$ cat src/rtl/jts16_snd_mailbox.sv
// jts16_snd_mailbox: sound-CPU end of the main->sound command channel.
// Latches the command byte on each snd_irqn falling edge, presents it to the
// Z80 through a data/status register pair, pulses NMI and returns snd_ack.
// Build option: define JTS16_SNDQ_EN to replace the single-entry mailbox with
// a QDEPTH-entry FIFO (QDEPTH only exists in that build).
module jts16_snd_mailbox #(
  parameter int unsigned NMI_W  = 16,
  parameter int unsigned GAP    = 4
`ifdef JTS16_SNDQ_EN
  , parameter int unsigned QDEPTH = 4
`endif
) (
  input  logic       clk,
  input  logic       rstn,
  input  logic [7:0] snd_latch,
  input  logic       snd_irqn,
  output logic       snd_ack,
  input  logic       cs,
  input  logic       rd_n,
  input  logic       addr0,
  output logic [7:0] dout,
  output logic       nmi_n,
  output logic       pending
);

  localparam int unsigned NW = (NMI_W > 1) ? $clog2(NMI_W) : 1;
  localparam int unsigned GW = (GAP > 1) ? $clog2(GAP) : 1;
  localparam int unsigned CW = (NW > GW) ? NW : GW;

  typedef enum logic [1:0] {ST_IDLE, ST_PULSE, ST_WAIT, ST_GAP} state_t;

  state_t        state;
  logic [CW-1:0] cnt;
  logic          served;
  logic          irqn_q;
  logic          acc_q;
  logic          overrun;
  logic          wr_ev;
  logic          acc_ev;
  logic          rd_data;
  logic          rd_stat;
  logic          consume;
  logic          ovr_set;
  logic          pending_nx;
  logic [7:0]    head;

  // Edge detection: one write per strobe fall, one access per Z80 read strobe
  assign wr_ev   = irqn_q & ~snd_irqn;
  assign acc_ev  = cs & ~rd_n & ~acc_q;
  assign rd_data = acc_ev & ~addr0;
  assign rd_stat = acc_ev & addr0;
  assign consume = rd_data & pending;

`ifdef JTS16_SNDQ_EN
  localparam int unsigned AW = (QDEPTH > 1) ? $clog2(QDEPTH) : 1;

  logic [7:0]  mem [QDEPTH];
  logic [AW-1:0] wp;
  logic [AW-1:0] rp;
  logic [AW:0]   fill;
  logic [AW:0]   fill_nx;
  logic          full;
  logic          push;

  // A full FIFO still accepts a write when the head leaves in the same cycle
  assign full    = (fill == (AW+1)'(QDEPTH));
  assign push    = wr_ev & (~full | consume);
  assign ovr_set = wr_ev & full & ~consume;
  assign head    = mem[rp];

  // Occupancy after this cycle's push/pop
  always_comb begin
    fill_nx = fill;
    if (push && !consume)      fill_nx = fill + (AW+1)'(1);
    else if (!push && consume) fill_nx = fill - (AW+1)'(1);
  end

  assign pending_nx = (fill_nx != '0);

  // FIFO storage and pointers; pointers wrap naturally at QDEPTH
  always_ff @(posedge clk or negedge rstn) begin
    if (!rstn) begin
      wp   <= '0;
      rp   <= '0;
      fill <= '0;
      for (int i = 0; i < int'(QDEPTH); i++) mem[i] <= 8'hFF;
    end else begin
      if (push) begin
        mem[wp] <= snd_latch;
        wp      <= wp + AW'(1);
      end
      if (consume) rp <= rp + AW'(1);
      fill <= fill_nx;
    end
  end
`else
  logic [7:0] hold;

  // Single entry: a new byte overwrites an unread one unless it is read now
  assign head       = hold;
  assign ovr_set    = wr_ev & pending & ~consume;
  assign pending_nx = wr_ev | (pending & ~consume);

  // Mailbox byte register
  always_ff @(posedge clk or negedge rstn) begin
    if (!rstn)      hold <= 8'hFF;
    else if (wr_ev) hold <= snd_latch;
  end
`endif

  // Strobe sampling, flags, handshake and Z80 read data
  always_ff @(posedge clk or negedge rstn) begin
    if (!rstn) begin
      irqn_q  <= 1'b0;
      acc_q   <= 1'b0;
      pending <= 1'b0;
      snd_ack <= 1'b1;
      overrun <= 1'b0;
      dout    <= 8'hFF;
    end else begin
      irqn_q  <= snd_irqn;
      acc_q   <= cs & ~rd_n;
      pending <= pending_nx;
      snd_ack <= ~pending_nx;
      overrun <= ovr_set | (overrun & ~rd_stat);
      if (rd_stat)      dout <= {pending, overrun, 6'b0};
      else if (rd_data) dout <= pending ? head : 8'hFF;
    end
  end

  // NMI sequencer: fixed-width pulse, wait for the head to go, enforce a gap
  always_ff @(posedge clk or negedge rstn) begin
    if (!rstn) begin
      state  <= ST_IDLE;
      nmi_n  <= 1'b1;
      cnt    <= '0;
      served <= 1'b0;
    end else begin
      case (state)
        ST_IDLE: begin
          if (pending) begin
            state  <= ST_PULSE;
            nmi_n  <= 1'b0;
            cnt    <= '0;
            served <= consume;
          end
        end
        ST_PULSE: begin
          if (consume) served <= 1'b1;
          if (cnt == CW'(NMI_W - 1)) begin
            state <= ST_WAIT;
            nmi_n <= 1'b1;
          end else begin
            cnt <= cnt + CW'(1);
          end
        end
        ST_WAIT: begin
          if (consume || served) begin
            state <= ST_GAP;
            cnt   <= '0;
          end
        end
        ST_GAP: begin
          if (cnt == CW'(GAP - 1)) state <= ST_IDLE;
          else                     cnt   <= cnt + CW'(1);
        end
        default: state <= ST_IDLE;
      endcase
    end
  end

endmodule

$ cat config.mk
export PLATFORM = sky130hd
export DESIGN_NAME = jts16_snd_mailbox
export DESIGN_NICKNAME = d
export VERILOG_FILES = /design/src/rtl/jts16_snd_mailbox.sv
export SDC_FILE = /design/constraint.sdc
export NUM_CORES = 1
export LEC_CHECK = 0
export ABC_AREA = 1
export CAP_MARGIN = 10
export CORE_ASPECT_RATIO = 1.1
export CORE_MARGIN = 2
export CORE_UTILIZATION = 51
export DETAILED_ROUTE_END_ITERATION = 8
export PLACE_DENSITY_LB_ADDON = 0.1
export SYNTH_ARGS = -nofsm -noshare
export SYNTH_HDL_FRONTEND = slang
export SYNTH_SLANG_ARGS = --single-unit
$ cat constraint.sdc
create_clock -name clk -period 1.6 [get_ports clk]
set_input_delay 0.32 -clock clk [delete_from_list [all_inputs] [get_ports clk]]
set_output_delay 0.32 -clock clk [all_outputs]
set_load 0.1 [all_outputs]
==> reports/qor.tcl <==
set qor(outcome) {completed}
set qor(max_slew.worst_pin.slew_ps) 360
set qor(detail_route.iter0.violations) 21
set qor(unrepaired_setup_endpoints_after_global_routing) {false}
set qor(grt_overflow) 0
set qor(yosys_register_bits) 29
set qor(synth_fp_nets) 184
set qor(netlist_instances) 164
set qor(crit_path_start_kind) {flop}
set qor(post_synth_main_area_contributors) {dfstp_2, dfrtp_1, nand2_1}
set qor(post_drt_wl_per_cell_um) 11.7
set qor(clk_transition_reported_paths_ps) 100
set qor(row_count) 20
set qor(worstSetupPathType) {flop to flop}
set qor(crit_path_top_delay_cell) {dfrtp_1}
set qor(synth_warnings) 0
set qor(die_area_um2) 3230
set qor(final_net_count) 218
set qor(area.growth.synth_to_final_pct) 32.7
set qor(cp-endpoint) {cnt[3]$_DFFE_PN0P_}
set qor(finalWorstPathRequiredPeriod_ps) 1420
set qor(grt_first_pass_wirelength_um) 4620
set qor(dp_hpwl_um) 2030
set qor(timing.final.crit_share_pct) 88.6
set qor(crit_fanout) 5
set qor(ir_worst_vdd_mv) 1.02
set qor(setup_slack_ps) 183
set qor(max-clock-path-buffers) 2
set qor(cts_setup_buffers) 0
set qor(grt_antenna_before_repair) 0
set qor(critical_path.n_buffers_inverters) 2
set qor(critPathRequiredTime_ps) 1820
set qor(initial_core_util_pct) 52.7
set qor(max-slew-margin-rel_pct) 76.0
set qor(core_region_area_um2) 2700
set qor(cts_num_sinks) 29
set qor(finalSetupViolCount) 0
set qor(drv_cap) 0
set qor(postRouteAntennaNets) 0
set qor(cts-resized-gates) 0
set qor(cts.hold.buffers_added) 0
set qor(synth.yosys.seq_area_share_pct) 52.5
set qor(antenna_cells_inserted) 0
set qor(cts-buffers-inserted) 5
set qor(worstReg2RegStart) {state[1]$_DFFE_PN0P_}
set qor(final-max-slew-violation-count) 0
set qor(post-synth-top-area-fraction_pct) 33.2
set qor(die_h_um) 59.4
set qor(setup.worst_path.start) {state[1]$_DFFE_PN0P_}
set qor(grt_usage_pct) 19.6
set qor(critical_path_depth) 8
set qor(critical_path.cell_chain) {inv_1, ha_1, nor2_1, inv_1, nand2_1, nor2_1, nand3_1, nand2_1}
set qor(routabilityCongestion) 0.764
set qor(drt-vias-per-instance) 4.99
set qor(fmaxAchievable_mhz) 706
set qor(timing_hold_violations_final) 0
set qor(horizontal_die_dimension_um) 54.4
set qor(drt_first_pass_iters) 4
set qor(crit_path_max_incr_delay_ps) 420
set qor(portBuffers) 24
set qor(power_density_nw_per_um2) 1410
set qor(largest_net_degree_at_the_start_of_global_routing) 30
set qor(critical_path.reg2reg.endpoint) {cnt[3]$_DFFE_PN0P_}
set qor(arrival_ps) 1640
set qor(cp-end-kind) {flop}
set qor(fin_worst_hold_slack_ps) 370
set qor(h-tree-depth) 2
set qor(final.setup_skew_ps) 11.3
set qor(synthDistinctLibCells) 20
set qor(cellLeakagePower_nw) 0.930
set qor(synth.cell_area_um2) 1430
set qor(reg2reg_depth) 8
set qor(cts_tree) {yes}
set qor(drc) 0
set qor(worst-r2r-setup-slack_ps) 180
set qor(top_delay_family_on_crit_path) {simple AND/OR/NAND/NOR gates}
set qor(first_global_vias) 1079
set qor(setup_total_negative_slack_ps) 0
set qor(ioPinCount) 25
set qor(totalWireLength_um) 2700
set qor(clockRootBuffer) {clkbuf_4}
set qor(num_vias) 1157
set qor(syn-mean-instance-area_um2) 8.69
set qor(clock_insertion_delay_worst_skew_ps) 320
set qor(timing.hold.worst.class) {input port to async pin}
set qor(post_route_cells_drive_above_1_share_pct) 30.2
set qor(dp_worst_setup_slack_ps) 54.1
set qor(netlist.top_cell.by_area) {dfstp_2}
==> area by class of cell <==
class	count	area, um^2
flip-flops and latches	29	749
repair buffers	28	380
well taps	33	41.3
clock buffers	5	37.5
clock inverters	3	17.5
inverters	19	71.3
fillers	231	811
multi-input cells	115	594
==> where the power goes <==
part / internal [mW] / switching (mW)
sequential: 0.924 / 0.134
clock: 0.166 / 0.262
combinational: 0.440 / 0.743
==> layer usage <==
layer	track usage, %	vias to the layer above	wire length, um
met4	6.43	0	13
li1	-	578	-
met5	0	-	0
met3	5.05	2	125
met1	26.3	541	1280
met2	30.8	36	1290
==> cells by family after synthesis <==
kind of cell,count (synthesis),synth area share [%]
flops,29,52.5
simple gates,96,31.4
compound gates,13,5.00
fa+ha+maj,6,5.27
buf+inv,20,5.79
==> cells in the final DEF (no fill, tap or decap), types with 2 or more instances in the layout <==
cell and n:
buf_12 11, nand3_1 12, clkbuf_4 5, inv_2 5, nand4_1 2, nor2_1 7, buf_4 4, clkinv_2 2
nor2_4 3, ha_1 6, inv_1 14, dfstp_2 18, dfrtp_1 10, o21ai_0 11, nand2_4 3, nand2_2 3
nand2_1 62, clkdlybuf4s50_1 13
==> sequential cells by signal, summed over array words and instances (netlist names) <==
name	count
pending	1
irqn_q	1
dout	8
acc_q	1
snd_ack	1
overrun	1
cnt	4
served	1
state	2
nmi_n	1
head	8
==> per-stage QoR <==
stage          std cells  area [um^2]  total power, mW  utilization [%]
3_5_place_dp         224         1840             2.25             68.0
2_1_floorplan        164         1430             1.87                -
4_1_cts              232         1890             2.68             70.0
5_1_grt              232         1890             2.84             70.0
3_3_place_gp         224         1840             2.21             68.0
6_report             232         1890             2.67             70.0
==> worst min-delay path by stage <==
stage / to / slack (ps) / cells after the start
finish: acc_q$_DFF_PN0_ / 370 / 2
global route: cnt[1]$_DFFE_PN0P_ / 410 / 2
CTS: acc_q$_DFF_PN0_ / 370 / 2
detailed placement: head[1]$_DFFE_PN1N_ / 460 / 2
global placement: head[4]$_DFFE_PN1N_ / 450 / 2
floorplan: acc_q$_DFF_PN0_ / 20 / 0
==> synth_stat cells, drive strengths merged <==
cell,count
dfstp,18
o21ai,12
nand2,68
nand3,12
inv,19
nor3,1
nor2,11
o21bai,1
nand4,3
ha,6
buf,1
or2,1
dfrtp,11
(Power assumes the default switching activity.)
